**src/rtl/alarm_qsys_mem_fill_check.sv**
```systemverilog
// rtl/alarm_qsys_mem_fill_check.sv - Avalon-MM fill/verify engine for the on-chip RAM s1 port.
// Optional MEMCHK_INCR_PATTERN_EN: expected word becomes pattern + index.
module alarm_qsys_mem_fill_check #(
   parameter int ADDR_W       = 11,
   parameter int DATA_W       = 32,
   parameter int READ_LATENCY = 1,
   parameter int ERR_W        = 16
) (
   input  logic                clk,
   input  logic                reset,
   input  logic                start,
   input  logic                verify_only,
   input  logic                abort,
   input  logic [ADDR_W-1:0]   base_addr,
   input  logic [ADDR_W:0]     length,
   input  logic [DATA_W-1:0]   pattern,
   output logic [ADDR_W-1:0]   address,
   output logic [DATA_W/8-1:0] byteenable,
   output logic                chipselect,
   output logic                write,
   output logic [DATA_W-1:0]   writedata,
   output logic                clken,
   input  logic [DATA_W-1:0]   readdata,
   output logic                busy,
   output logic                done,
   output logic [ERR_W-1:0]    err_count,
   output logic                first_err_valid,
   output logic [ADDR_W-1:0]   first_err_addr
);
   localparam logic [ADDR_W:0] MAX_LEN = {1'b1, {ADDR_W{1'b0}}};
   localparam int DRAIN_W = (READ_LATENCY > 1) ? $clog2(READ_LATENCY) : 1;
   localparam logic [DRAIN_W-1:0] DRAIN_LAST = DRAIN_W'(READ_LATENCY - 1);

   typedef enum logic [2:0] {IDLE, FILL, VERIFY, DRAIN, DONE} state_t;
   state_t state, state_n;

   logic [ADDR_W:0]    idx, idx_n, len_q, len_in, issue_idx;
   logic [ADDR_W-1:0]  base_q, cur_base;
   logic [DATA_W-1:0]  pat_q, cur_pat, exp_n, exp_q;
   logic [DRAIN_W-1:0] drain_cnt, drain_n;
   logic               issue, issue_wr, load, busy_n, done_n, kill;
   logic               pv [READ_LATENCY];
   logic [DATA_W-1:0]  pe [READ_LATENCY];
   logic [ADDR_W-1:0]  pa [READ_LATENCY];
   logic               cmp_fire, mismatch;

   assign clken    = 1'b1;
   assign len_in   = (length > MAX_LEN) ? MAX_LEN : length;
   // In IDLE the first access is issued on the start edge, before the latches load.
   assign cur_base = (state == IDLE) ? base_addr : base_q;
   assign cur_pat  = (state == IDLE) ? pattern : pat_q;
   assign kill     = abort && (state != IDLE);

`ifdef MEMCHK_INCR_PATTERN_EN
   assign exp_n = cur_pat + DATA_W'(issue_idx);
`else
   assign exp_n = cur_pat;
`endif

   always_comb begin
      state_n   = state;
      idx_n     = idx;
      drain_n   = drain_cnt;
      issue     = 1'b0;
      issue_wr  = 1'b0;
      issue_idx = idx;
      load      = 1'b0;
      busy_n    = busy;
      done_n    = 1'b0;
      unique case (state)
         IDLE: begin
            if (start && !abort) begin
               load      = 1'b1;
               busy_n    = 1'b1;
               issue_idx = '0;
               idx_n     = (ADDR_W+1)'(1);
               if (len_in == '0) begin
                  state_n = DONE;
               end else begin
                  issue = 1'b1;
                  if (verify_only) begin
                     state_n = VERIFY;
                  end else begin
                     state_n  = FILL;
                     issue_wr = 1'b1;
                  end
               end
            end
         end
         FILL: begin
            issue = 1'b1;
            if (idx == len_q) begin
               state_n   = VERIFY;
               issue_idx = '0;
               idx_n     = (ADDR_W+1)'(1);
            end else begin
               issue_wr = 1'b1;
               idx_n    = idx + 1'b1;
            end
         end
         VERIFY: begin
            if (idx == len_q) begin
               state_n = DRAIN;
               drain_n = '0;
            end else begin
               issue = 1'b1;
               idx_n = idx + 1'b1;
            end
         end
         DRAIN: begin
            if (drain_cnt == DRAIN_LAST) state_n = DONE;
            else drain_n = drain_cnt + 1'b1;
         end
         DONE: begin
            state_n = IDLE;
            busy_n  = 1'b0;
            done_n  = 1'b1;
         end
         default: state_n = IDLE;
      endcase
      if (kill) begin
         state_n  = IDLE;
         issue    = 1'b0;
         issue_wr = 1'b0;
         busy_n   = 1'b0;
         done_n   = 1'b0;
      end
   end

   always_ff @(posedge clk or posedge reset) begin
      if (reset) begin
         state      <= IDLE;
         idx        <= '0;
         drain_cnt  <= '0;
         len_q      <= '0;
         base_q     <= '0;
         pat_q      <= '0;
         exp_q      <= '0;
         address    <= '0;
         byteenable <= '0;
         chipselect <= 1'b0;
         write      <= 1'b0;
         writedata  <= '0;
         busy       <= 1'b0;
         done       <= 1'b0;
      end else begin
         state      <= state_n;
         idx        <= idx_n;
         drain_cnt  <= drain_n;
         busy       <= busy_n;
         done       <= done_n;
         chipselect <= issue;
         write      <= issue_wr;
         byteenable <= issue ? '1 : '0;
         exp_q      <= exp_n;
         if (issue)    address   <= cur_base + issue_idx[ADDR_W-1:0];
         if (issue_wr) writedata <= exp_n;
         if (load) begin
            len_q  <= len_in;
            base_q <= base_addr;
            pat_q  <= pattern;
         end
      end
   end

   // Stage k holds the read issued k+1 cycles ago; the last stage lines up with readdata.
   assign cmp_fire = pv[READ_LATENCY-1] && !kill;
   assign mismatch = readdata != pe[READ_LATENCY-1];

   always_ff @(posedge clk or posedge reset) begin
      if (reset) begin
         for (int k = 0; k < READ_LATENCY; k++) begin
            pv[k] <= 1'b0;
            pe[k] <= '0;
            pa[k] <= '0;
         end
         err_count       <= '0;
         first_err_valid <= 1'b0;
         first_err_addr  <= '0;
      end else begin
         pv[0] <= chipselect && !write && !kill;
         pe[0] <= exp_q;
         pa[0] <= address;
         for (int k = 1; k < READ_LATENCY; k++) begin
            pv[k] <= pv[k-1] && !kill;
            pe[k] <= pe[k-1];
            pa[k] <= pa[k-1];
         end
         if (load) begin
            err_count       <= '0;
            first_err_valid <= 1'b0;
            first_err_addr  <= '0;
         end else if (cmp_fire && mismatch) begin
            if (err_count != '1) err_count <= err_count + 1'b1;
            if (!first_err_valid) begin
               first_err_valid <= 1'b1;
               first_err_addr  <= pa[READ_LATENCY-1];
            end
         end
      end
   end
endmodule

```
**config.mk**
```make
export PLATFORM = sky130hd
export DESIGN_NAME = alarm_qsys_mem_fill_check
export DESIGN_NICKNAME = d
export VERILOG_FILES = /design/src/rtl/alarm_qsys_mem_fill_check.sv
export SDC_FILE = /design/constraint.sdc
export NUM_CORES = 1
export LEC_CHECK = 0
export ABC_CLOCK_PERIOD_IN_PS = 7500
export CAP_MARGIN = 0
export CORE_MARGIN = 2
export CORE_UTILIZATION = 53
export CTS_CLUSTER_DIAMETER = 50
export DETAILED_ROUTE_END_ITERATION = 6
export PLACE_DENSITY = 0.91
export SLEW_MARGIN = 30
export SYNTH_ARGS = -nofsm -noshare
export SYNTH_HDL_FRONTEND = slang
export SYNTH_SLANG_ARGS = --single-unit
```
**constraint.sdc**
```tcl
create_clock -name clk -period 7.5 [get_ports clk]
set_input_delay 0.75 -clock clk [delete_from_list [all_inputs] [get_ports clk]]
set_output_delay 0.75 -clock clk [all_outputs]
set_load 0.05 [all_outputs]
```
Word level (Yosys, flattened, before mapping)
Cells that the tools add are included.

cells by class
  add/sub/neg operators = 4
  $mul = 0
  divide/modulo/power cells = 0
  $lt $le $gt $ge = 1
  equal/unequal tests = 15
  shifts and indexed selects = 0
  multiplexer cells = 47
  bitwise logic cells = 0
  reductions and logical operators = 23

operators by type and width
  kind                     count
  $mux W11                 6
  $mux W12                 4
  $mux W16                 3
  $pmux W12 S3             1
  $mux W32                 1
  $ne A32 B32 Y1           1
  $pmux W11 S2             1
  $mux W1                  18
  $mux W3                  6
  $add A16 B1 Y16 const B  1
  $ne A16 B16 Y1 const B   1
  $add A12 B1 Y12 const B  1
  $eq A12 B12 Y1           1
  $gt A12 B12 Y1 const B   1
  $logic_not A12 Y1        1
  $pmux W3 S4              1
  $add A11 B11 Y11         1
  $ne A3 B3 Y1 const B     3
  $reduce_bool A3 Y1       3
  $reduce_and A2 Y1        4
  $eq A3 B2 Y1 const B     2
  $logic_and A1 B1 Y1      6
  $pmux W1 S2              3
  $reduce_bool A2 Y1       3
  13 further kinds         17

storage, ports and cells
  register bits = 226
  bits in latches = 0
  RAM bits = 0
  memory bits (read-only) = 0
  bits of input ports = 92
  output and inout port bits = 80
  logic and storage cells = 110
  memories = 0

Longest topological paths before layout
  depth after elaboration = 8
  depth in mapped cells = 16

Least setup slack after synthesis
Ideal clock, no wire load.

  kind = reg2reg
  from = register idx[2]
  to = register address[10]
  library setup time = 95 ps
  arrival = 3428 ps
  required time = 7405 ps
  slack = 3976 ps
  stages on the path, launching flop included = 17
  path buffers = 1
  path through = dfrtp_1 buf_6 xnor2_1 nand4_1 nor3_1 a21oi_1 nor2_1 and2b_1 ha_1 inv_1 fa_1 nand2b_1 a21oi_1 o32a_1 a31oi_1 a21oi_1 o31ai_1

on the way
  longest elaborated chain between the ends = 4
  elaborated cells on any way between the ends = 8
  those cells by class = add/sub: 1; eq/ne: 1; mux: 6

ends and longest elaborated chain
  element                                             line      text
  start, declared                                     37        logic [ADDR_W:0] idx, idx_n, len_q, len_in, issue_idx;
  start signal, assigned                              148       idx <= idx_n;
  $eq A12 B12 Y1                                      92, 102
  $mux W11 / $mux W1 (equally long branches)          92, 102
  $pmux W11 S2 / $pmux W1 S3 (equally long branches)  70        unique case (state)
  $add A11 B11 Y11 / $mux W1 (equally long branches)  156, 121
  end signal, assigned                                156       if (issue) address <= cur_base + issue_idx[ADDR_W-1:0];
  end, declared                                       17        output logic [ADDR_W-1:0] address,

Parallel ways exist; a longest one is shown, timed or not.
A chain may end at the register's enable or synchronous reset.

Final worst setup path
  from = register idx[1]
  to = register address[7]

The elaborated chain is that of the path after synthesis.

==> flow_summary.ini <==
[outcome]
status = finished, final reports clean

[critical_path]
worstPathRequired_ps = 7910
max_stage_delay_ps = 640
critPathCaptureType = flip-flop
critPathTopFamily = compound AO/OA/AOI/OAI gates
critical_path_class = reg2reg
worst-path-buf-inv = 1
cp_cell_sequence = xnor2_1 > nand4_1 > nor3_1 > a21oi_1 > o21ai_0 > inv_1 > ha_1 > a21o_1 > nand2_1 > a21oi_1 > o41ai_1 > xnor2_1 > mux2_2
worstPathArrival_ps = 4450
cp-start-kind = flip-flop
crit_slowest_cell = nor3_1
critPathMaxFanout = 7

[yosys]
synth_top_cells_by_count = nand2_1 (285), dfrtp_1 (221), xnor2_1 (60), mux2_2 (41), nor2_1 (41)
syn_area_per_cell_sq_um = 10.36
synth_top_area_share_pct = 57.22
synth-seq-area-share_pct = 57.22
ys_top_cells_by_area = dfrtp_1 (57%), nand2_1 (11%), xnor2_1 (5.4%)
syn_area_sq_um = 9664
synth_edf_count = 0
yosys.area.top_type = dfrtp_1
netlist_instances = 933
synth.most_common_cell = nand2_1
ys_types = 59
ys_warn_count = 0
synth_nets = 1038
ys_async_sr_fraction_pct = 100.0
synth_flop_cell = dfrtp_1
ys_ff_latch = 221

[clocking]
cts_resized = 0
cts_tree = done
cts_setup_buffers = 0
cts-root-buf = clkbuf_16
cts_buffer_depth = 3
postCtsHoldBufs = 0
clkTransAtPathRegs_ps = 60
cts_buffers = 27
cts_htree_levels = 1
clk-insertion-delay-late_ps = 520
cts.sinks = 221

[layout]
final_cells = 1344
fillers = 1284
nets = 1200
drive_above_1_share_pct = 9.686
syn2layout_area_growth_pct = 28.84
antennaDiodeCount = 0

[place]
hpwlAfterDp_um = 15720
port_buffers = 170
dpl.cell_count = 1295
globalplace.congestion = 0.9188

[sta]
fmax_ghz = 0.2471
timing_hold_violations_final = 0
rsz0062_at_grt = false
fin_setup_tns_ps = 0
worst_pin_slew_ps = 785.4
final_max_slew_viol_count = 0
period_minus_slack_ps = 4047
clock_skew_ps = 17.77
period_share_pct = 53.96
slew_headroom_pct = 47.47
setup_viol = 0
holdWs_ps = 336.0

[die]
coreArea_sq_um = 17900
die_w_um = 139.0
rows = 49
start_util_pct = 53.98
ios = 172
die_y_um = 139.0
die_area_sq_um = 19330

[route]
routed_wl_um = 23910
viasPerCell = 5.480
wl_per_cell_um = 17.79
firstDrtPassIters = 5
drt_iter0_drc = 348
num_vias = 7365
drc_errors = 0
antenna_left = 0

[power]
powerDensity_nw_per_um2 = 363.7
peakVddDrop_mv = 0.2785
p_leak_nw = 5.610

[global_routing]
grt_overflow_total = 0
grt_pass1_wl_um = 38330
grt_usage_pct = 24.60
antenna_found_initial = 0
grt_max_degree = 140
first_global_vias = 7324

[hold_path]
hold_path.class = reg2reg

[job]
drv_cap = 0
==> per-layer routing <==
layer | wire [um] | up-vias | global-route usage (%) | share of wire [%]
met3 | 1240 | 62 | 4.040 | 5.2
met1 | 9912 | 3623 | 32.82 | 41
met4 | 890 | 0 | 7.868 | 3.7
met5 | 0 | - | 0 | 0
met2 | 11870 | 249 | 41.59 | 50
li1 | - | 3431 | - | -
==> registers in the layout (all words and copies together), names as in the netlist <==
signal	count
exp_q	32
pat_q	32
pe	32
writedata	32
err_count	16
idx	12
len_q	12
address	11
base_q	11
first_err_addr	11
pa	11
state	3
busy	1
byteenable	1
done	1
first_err_valid	1
pv	1
write	1
==> worst paths after layout <==
kind / start / endpoint / slack (ps) / cells past startpoint
hold reg to reg: exp_q[31] / pe[31] / 340 / 0
hold / removal: exp_q[31] / pe[31] / 340 / 0
max in group asynchronous: reset / idx[10] / 5530 / 3
setup / recovery: idx[1] / address[7] / 3450 / 13
setup reg to reg: idx[1] / address[7] / 3450 / 13
min in group asynchronous: reset / err_count[13] / 740 / 2
==> area by class of cell <==
cell class	instances	area, sq um	share of cell area [%]
Timing Repair Buffer	178	1765	14.18
Tap cell	229	286.5	2.301
Sequential cell	221	5530	44.41
Clock inverter	15	206.4	1.658
Clock buffer	34	721.9	5.798
Inverter	15	68.82	0.5527
Multi-Input combinational cell	652	3872	31.10
==> cell usage in the layout (no fill, tap or decap), types with 16 or more instances in the layout <==
cell type	n
nand2_1	285
dfrtp_1	221
clkdlybuf4s50_1	170
xnor2_1	60
mux2_2	41
nor2_1	40
a21oi_1	30
clkbuf_16	27
mux2i_1	19
o21ai_0	16
==> per-stage QoR <==
step                util [%]  power (mW)  cell area, sq um  setup slack (ps)
floorplan                  -       2.667              9664             700.6
global placement       64.19       3.150             11490              3360
detailed placement     64.31       3.201             11510              3162
CTS                    69.49       4.560             12440              3511
global route           69.56       4.719             12450              3060
finish                 69.56       4.529             12450              3453
==> power by group <==
group	leakage [nW]	total [mW]	internal (mW)	switching, mW
Clock	0.453	1.34	0.826	0.511
Sequential	2.76	1.69	1.50	0.194
Combinational	2.40	1.50	0.550	0.951
==> cells by family (layout without fill, tap and decap cells) <==
logic type               count (synthesis)  after routing  synth area share (%)
AO/OA/AOI/OAI                           90             90                 6.189
XOR/XNOR                                61             61                 5.528
adder cells (fa/ha/maj)                 13             13                 1.761
buffers and inverters                   60            242                 3.094
flip-flops                             221            221                 57.22
multiplexers                            60             60                 6.745
other                                    1              1               0.03880
AND/OR/NAND/NOR                        427            427                 19.42
==> worst register-to-register path: stages, from the launching register on <==
cell and delay (ps):
dfrtp_1 460, xnor2_1 170, nand4_1 220, nor3_1 640, a21oi_1 170, o21ai_0 490, inv_1 110, ha_1 320
a21o_1 190, nand2_1 70, a21oi_1 80, o41ai_1 610, xnor2_1 130, mux2_2 280
Note: power is estimated with default switching activity, not from simulation.
==> edit 1, RTL diff (config.mk and constraints unchanged) <==
The output `done` loses its register stage (`done` becomes a continuous assignment).
--- a/src/rtl/alarm_qsys_mem_fill_check.sv
+++ b/src/rtl/alarm_qsys_mem_fill_check.sv
@@ -143,5 +143,4 @@
          writedata  <= '0;
          busy       <= 1'b0;
-         done       <= 1'b0;
       end else begin
          state      <= state_n;
@@ -149,5 +148,4 @@
          drain_cnt  <= drain_n;
          busy       <= busy_n;
-         done       <= done_n;
          chipselect <= issue;
          write      <= issue_wr;
@@ -163,4 +161,6 @@
       end
    end
+
+   assign done = done_n;
 
    // Stage k holds the read issued k+1 cycles ago; the last stage lines up with readdata.
Behaviour: not the same (Yosys sat finds a counterexample within 4 cycles, from zero or initial values and one cycle with reset high).
==> edit 1 against the original RTL <==
  * Sequential cell count decreased by 1
  * Synthesized area down 0.26%
  * Utilization shrank 0.36 points
  * Design area shrank 0.51%
  * Routed wire length fell by 0.64%
  * Power down 1.1%
  * Setup slack improved by 0.074 ns
  * Critical path type unchanged
  * Largest power group unchanged
  * Highest routed layer unchanged
==> edit 1: results <==
<?xml version="1.0" encoding="UTF-8"?>
<metrics>
  <group name="status">
    <metric name="result_of_the_run" unit="">finished, final reports clean</metric>
  </group>
  <group name="global_routing">
    <metric name="maximum_number_of_pins_on_one_net_before_global_route_repair" unit="">148</metric>
    <metric name="global_route.usage.met2" unit="%">43.4</metric>
    <metric name="grt_pass1_vias" unit="">7413</metric>
    <metric name="grt_first_pass_wirelength" unit="microns">39000</metric>
  </group>
  <group name="placed_design">
    <metric name="gpl.final_weighted_congestion" unit="">0.876</metric>
    <metric name="hpwl" unit="microns">15600</metric>
    <metric name="place_worst_setup_slack" unit="ns">3.08</metric>
  </group>
  <group name="setup_path">
    <metric name="timing.rr.start" unit="">idx[2]</metric>
    <metric name="slowest_delay" unit="ns">0.58</metric>
    <metric name="setup.reg_to_reg.worst_slack" unit="ns">3.53</metric>
    <metric name="crit_fanout" unit="">19</metric>
    <metric name="rr_endpoint" unit="">address[10]</metric>
  </group>
  <group name="synth">
    <metric name="synthTopCellsByCount" unit="">285 x sky130_fd_sc_hd__nand2_1, 220 x sky130_fd_sc_hd__dfrtp_1, 60 x sky130_fd_sc_hd__xnor2_1</metric>
    <metric name="postSynthNetCount" unit="">1037</metric>
  </group>
  <group name="hold_path">
    <metric name="hold_path.startpoint" unit="">exp_q[24]</metric>
    <metric name="min_delay_worst_endpoint" unit="">pe[24]</metric>
  </group>
  <group name="routing">
    <metric name="wire_length_reported_by_the_detailed_router" unit="microns">23800</metric>
    <metric name="detailedRoute.firstIterationViolations" unit="">437</metric>
  </group>
  <group name="layout">
    <metric name="finish.net_count" unit="">1197</metric>
    <metric name="fillCellCount" unit="">1274</metric>
    <metric name="drive_gt1_share" unit="%">9.63</metric>
  </group>
  <group name="sta">
    <metric name="skew" unit="ns">0.0171</metric>
    <metric name="hold-worst-slack" unit="ns">0.347</metric>
  </group>
  <group name="clocking">
    <metric name="numCtsBuffers" unit="">25</metric>
  </group>
  <group name="pwr">
    <metric name="p_sw_share" unit="%">36.7</metric>
  </group>
</metrics>
## edit 1: changes by cell type in the layout (fill, tap and decap cells not counted), sizes merged
| cell | delta |
|---|---|
| clkbuf | -2 |
| clkinv | -2 |
| clkinvlp | +2 |
| dfrtp | -1 |
| inv | -1 |
## edit 1: logic make-up (layout without fill, tap and decap cells)
family	after synthesis	count (layout)	synth area share (%)
other cells	1	1	0.0389
fa+ha+maj	13	13	1.77
mux	60	60	6.76
xor+xnor	61	61	5.54
flops	220	220	57.1
simple gates	427	427	19.5
compound gates	90	90	6.20
buf+inv	60	239	3.10
## edit 1: power by group through the flow
stage | Sequential, W | Combinational [W] | Clock (W)
after global placement | 0.00169 | 0.00146 | 0
after floorplan | 0.00216 | 0.000501 | 0
final | 0.00169 | 0.00149 | 0.00130
after global routing | 0.00172 | 0.00159 | 0.00137
after detailed placement | 0.00170 | 0.00149 | 0
after CTS | 0.00169 | 0.00150 | 0.00132
## edit 1: layout make-up
cell class                 count  area (sq um)  share of cell area [%]
sequential                   220          5510                    44.4
timing repair buffer         178          1770                    14.3
multi-input combinational    652          3870                    31.2
clock inverter                14           203                    1.64
tap                          229           287                    2.31
inverter                      15          68.8                   0.556
clock buffer                  32           692                    5.59
## edit 1: per-layer routing
metal / part of all wire (%) / routed length (microns) / up-vias
met4: 3.1 / 729 / 0
met3: 6.0 / 1420 / 52
met2: 50 / 12000 / 251
met1: 41 / 9650 / 3572
li1: - / - / 3421
met5: 0 / 0 / -
## edit 1: worst max-delay path: cells and delay by family (launching register included)
kind / cells / cell delay (ns)
and+or+nand+nor: 5 / 1.26
AOI/OAI and AO/OA: 6 / 1.20
DFF: 1 / 0.48
buffers and inverters: 2 / 0.30
xor gates and xnor gates: 1 / 0.23
adders and majority gates: 2 / 0.40
==> edit 2, RTL diff (config.mk and constraints unchanged) <==
Made on the original files. The option `MEMCHK_INCR_PATTERN_EN` is turned on by a define.
--- a/src/rtl/alarm_qsys_mem_fill_check.sv
+++ b/src/rtl/alarm_qsys_mem_fill_check.sv
@@ -1,4 +1,6 @@
 // rtl/alarm_qsys_mem_fill_check.sv - Avalon-MM fill/verify engine for the on-chip RAM s1 port.
 // Optional MEMCHK_INCR_PATTERN_EN: expected word becomes pattern + index.
+`define MEMCHK_INCR_PATTERN_EN
+
 module alarm_qsys_mem_fill_check #(
    parameter int ADDR_W       = 11,
Formal check against the unedited RTL: not equivalent (Yosys sat finds a counterexample within 4 cycles, from zero or initial values and one cycle with reset high).
==> edit 2 against the original RTL <==
  * Design area is 8.2% higher
  * First-iteration DRC count is 140% higher
  * Synthesized cell count is 20% higher
  * Clock skew is 0.0038 ns lower
  * Critical path depth is 4 higher
  * Power is 6.9% higher
  * Fmax is 20% lower
  * Synthesized area is 11% higher
  * Sequential cell count stayed put
  * Routed wire length is 19% higher
  * Setup slack worse by 0.98 ns
  * Non-clock buffer count is 1 higher
==> edit 2: results <==
<?xml version="1.0" encoding="UTF-8"?>
<metrics>
  <group name="sta">
    <metric name="hold-worst-slack" unit="ns">0.346</metric>
    <metric name="layout_min_cycle_time" unit="ns">5.03</metric>
  </group>
  <group name="layout">
    <metric name="layout.nonclk_buf_share" unit="%">13.1</metric>
    <metric name="area_share_clock_buf_inv" unit="%">6.45</metric>
    <metric name="seq_cells" unit="">221</metric>
    <metric name="num-nonclk-buffers" unit="">179</metric>
    <metric name="inverters_excl_clock" unit="">19</metric>
    <metric name="fillCellCount" unit="">1494</metric>
    <metric name="finish.net_count" unit="">1389</metric>
  </group>
  <group name="synth">
    <metric name="portion_of_netlist_area_occupied_by_mux_cells" unit="%">5.01</metric>
    <metric name="synth_area_in_compound_gates" unit="%">6.39</metric>
    <metric name="leading_post_synthesis_cells_by_cell_area" unit="">sky130_fd_sc_hd__dfrtp_1 52%, sky130_fd_sc_hd__nand2_1 11%, sky130_fd_sc_hd__xor2_1 5.0%</metric>
    <metric name="post_synth_cell_types" unit="">64</metric>
    <metric name="syn_avg_cell_area" unit="sq um">9.58</metric>
    <metric name="synth_sequential_area_ratio" unit="%">51.6</metric>
  </group>
  <group name="placed_design">
    <metric name="gpl.final_weighted_congestion" unit="">0.937</metric>
    <metric name="hpwl" unit="microns">20000</metric>
    <metric name="place_worst_setup_slack" unit="ns">2.44</metric>
  </group>
  <group name="status">
    <metric name="result_of_the_run" unit="">finished, final reports clean</metric>
  </group>
  <group name="routing">
    <metric name="met2_wirelength" unit="microns">13900</metric>
    <metric name="met3WireLength" unit="microns">1930</metric>
    <metric name="wl_met1" unit="microns">11700</metric>
  </group>
  <group name="pwr">
    <metric name="power_report.internal_total" unit="W">0.00294</metric>
    <metric name="largest_vdd_supply_drop" unit="mV">0.168</metric>
  </group>
  <group name="setup_path">
    <metric name="crit_path_top_delay_cell" unit="">sky130_fd_sc_hd__a21oi_1</metric>
    <metric name="reg2reg_depth" unit="">17</metric>
  </group>
  <group name="global_routing">
    <metric name="maximum_number_of_pins_on_one_net_before_global_route_repair" unit="">141</metric>
    <metric name="grt_first_pass_wirelength" unit="microns">46300</metric>
  </group>
  <group name="hold_path">
    <metric name="hold_path.startpoint" unit="">exp_q[14]</metric>
  </group>
</metrics>
==> edit 2: cell types whose count changed in the layout (fill, tap and decap cells not counted), moves of 18 or more <==
cell                      change
sky130_fd_sc_hd__mux2_2      -24
sky130_fd_sc_hd__nand2_1     +39
sky130_fd_sc_hd__nand3_1     +20
sky130_fd_sc_hd__nor2_1      +27
sky130_fd_sc_hd__nor3_1      +18
sky130_fd_sc_hd__xnor2_1     -18
sky130_fd_sc_hd__xor2_1      +60
==> edit 2: power by group through the flow <==
stage	Sequential (W)	Combinational [W]	Clock, W
final	0.00180	0.00177	0.00127
after global routing	0.00183	0.00188	0.00134
after CTS	0.00180	0.00177	0.00128
after detailed placement	0.00181	0.00174	0
after global placement	0.00179	0.00169	0
after floorplan	0.00224	0.000676	0
==> edit 2: metal layers <==
| layer | GRT usage [%] | up-vias |
|---|---|---|
| met4 | 8.11 | 0 |
| met3 | 3.94 | 65 |
| met1 | 36.1 | 4208 |
| li1 | - | 4043 |
| met2 | 45.4 | 393 |
| met5 | 0 | - |
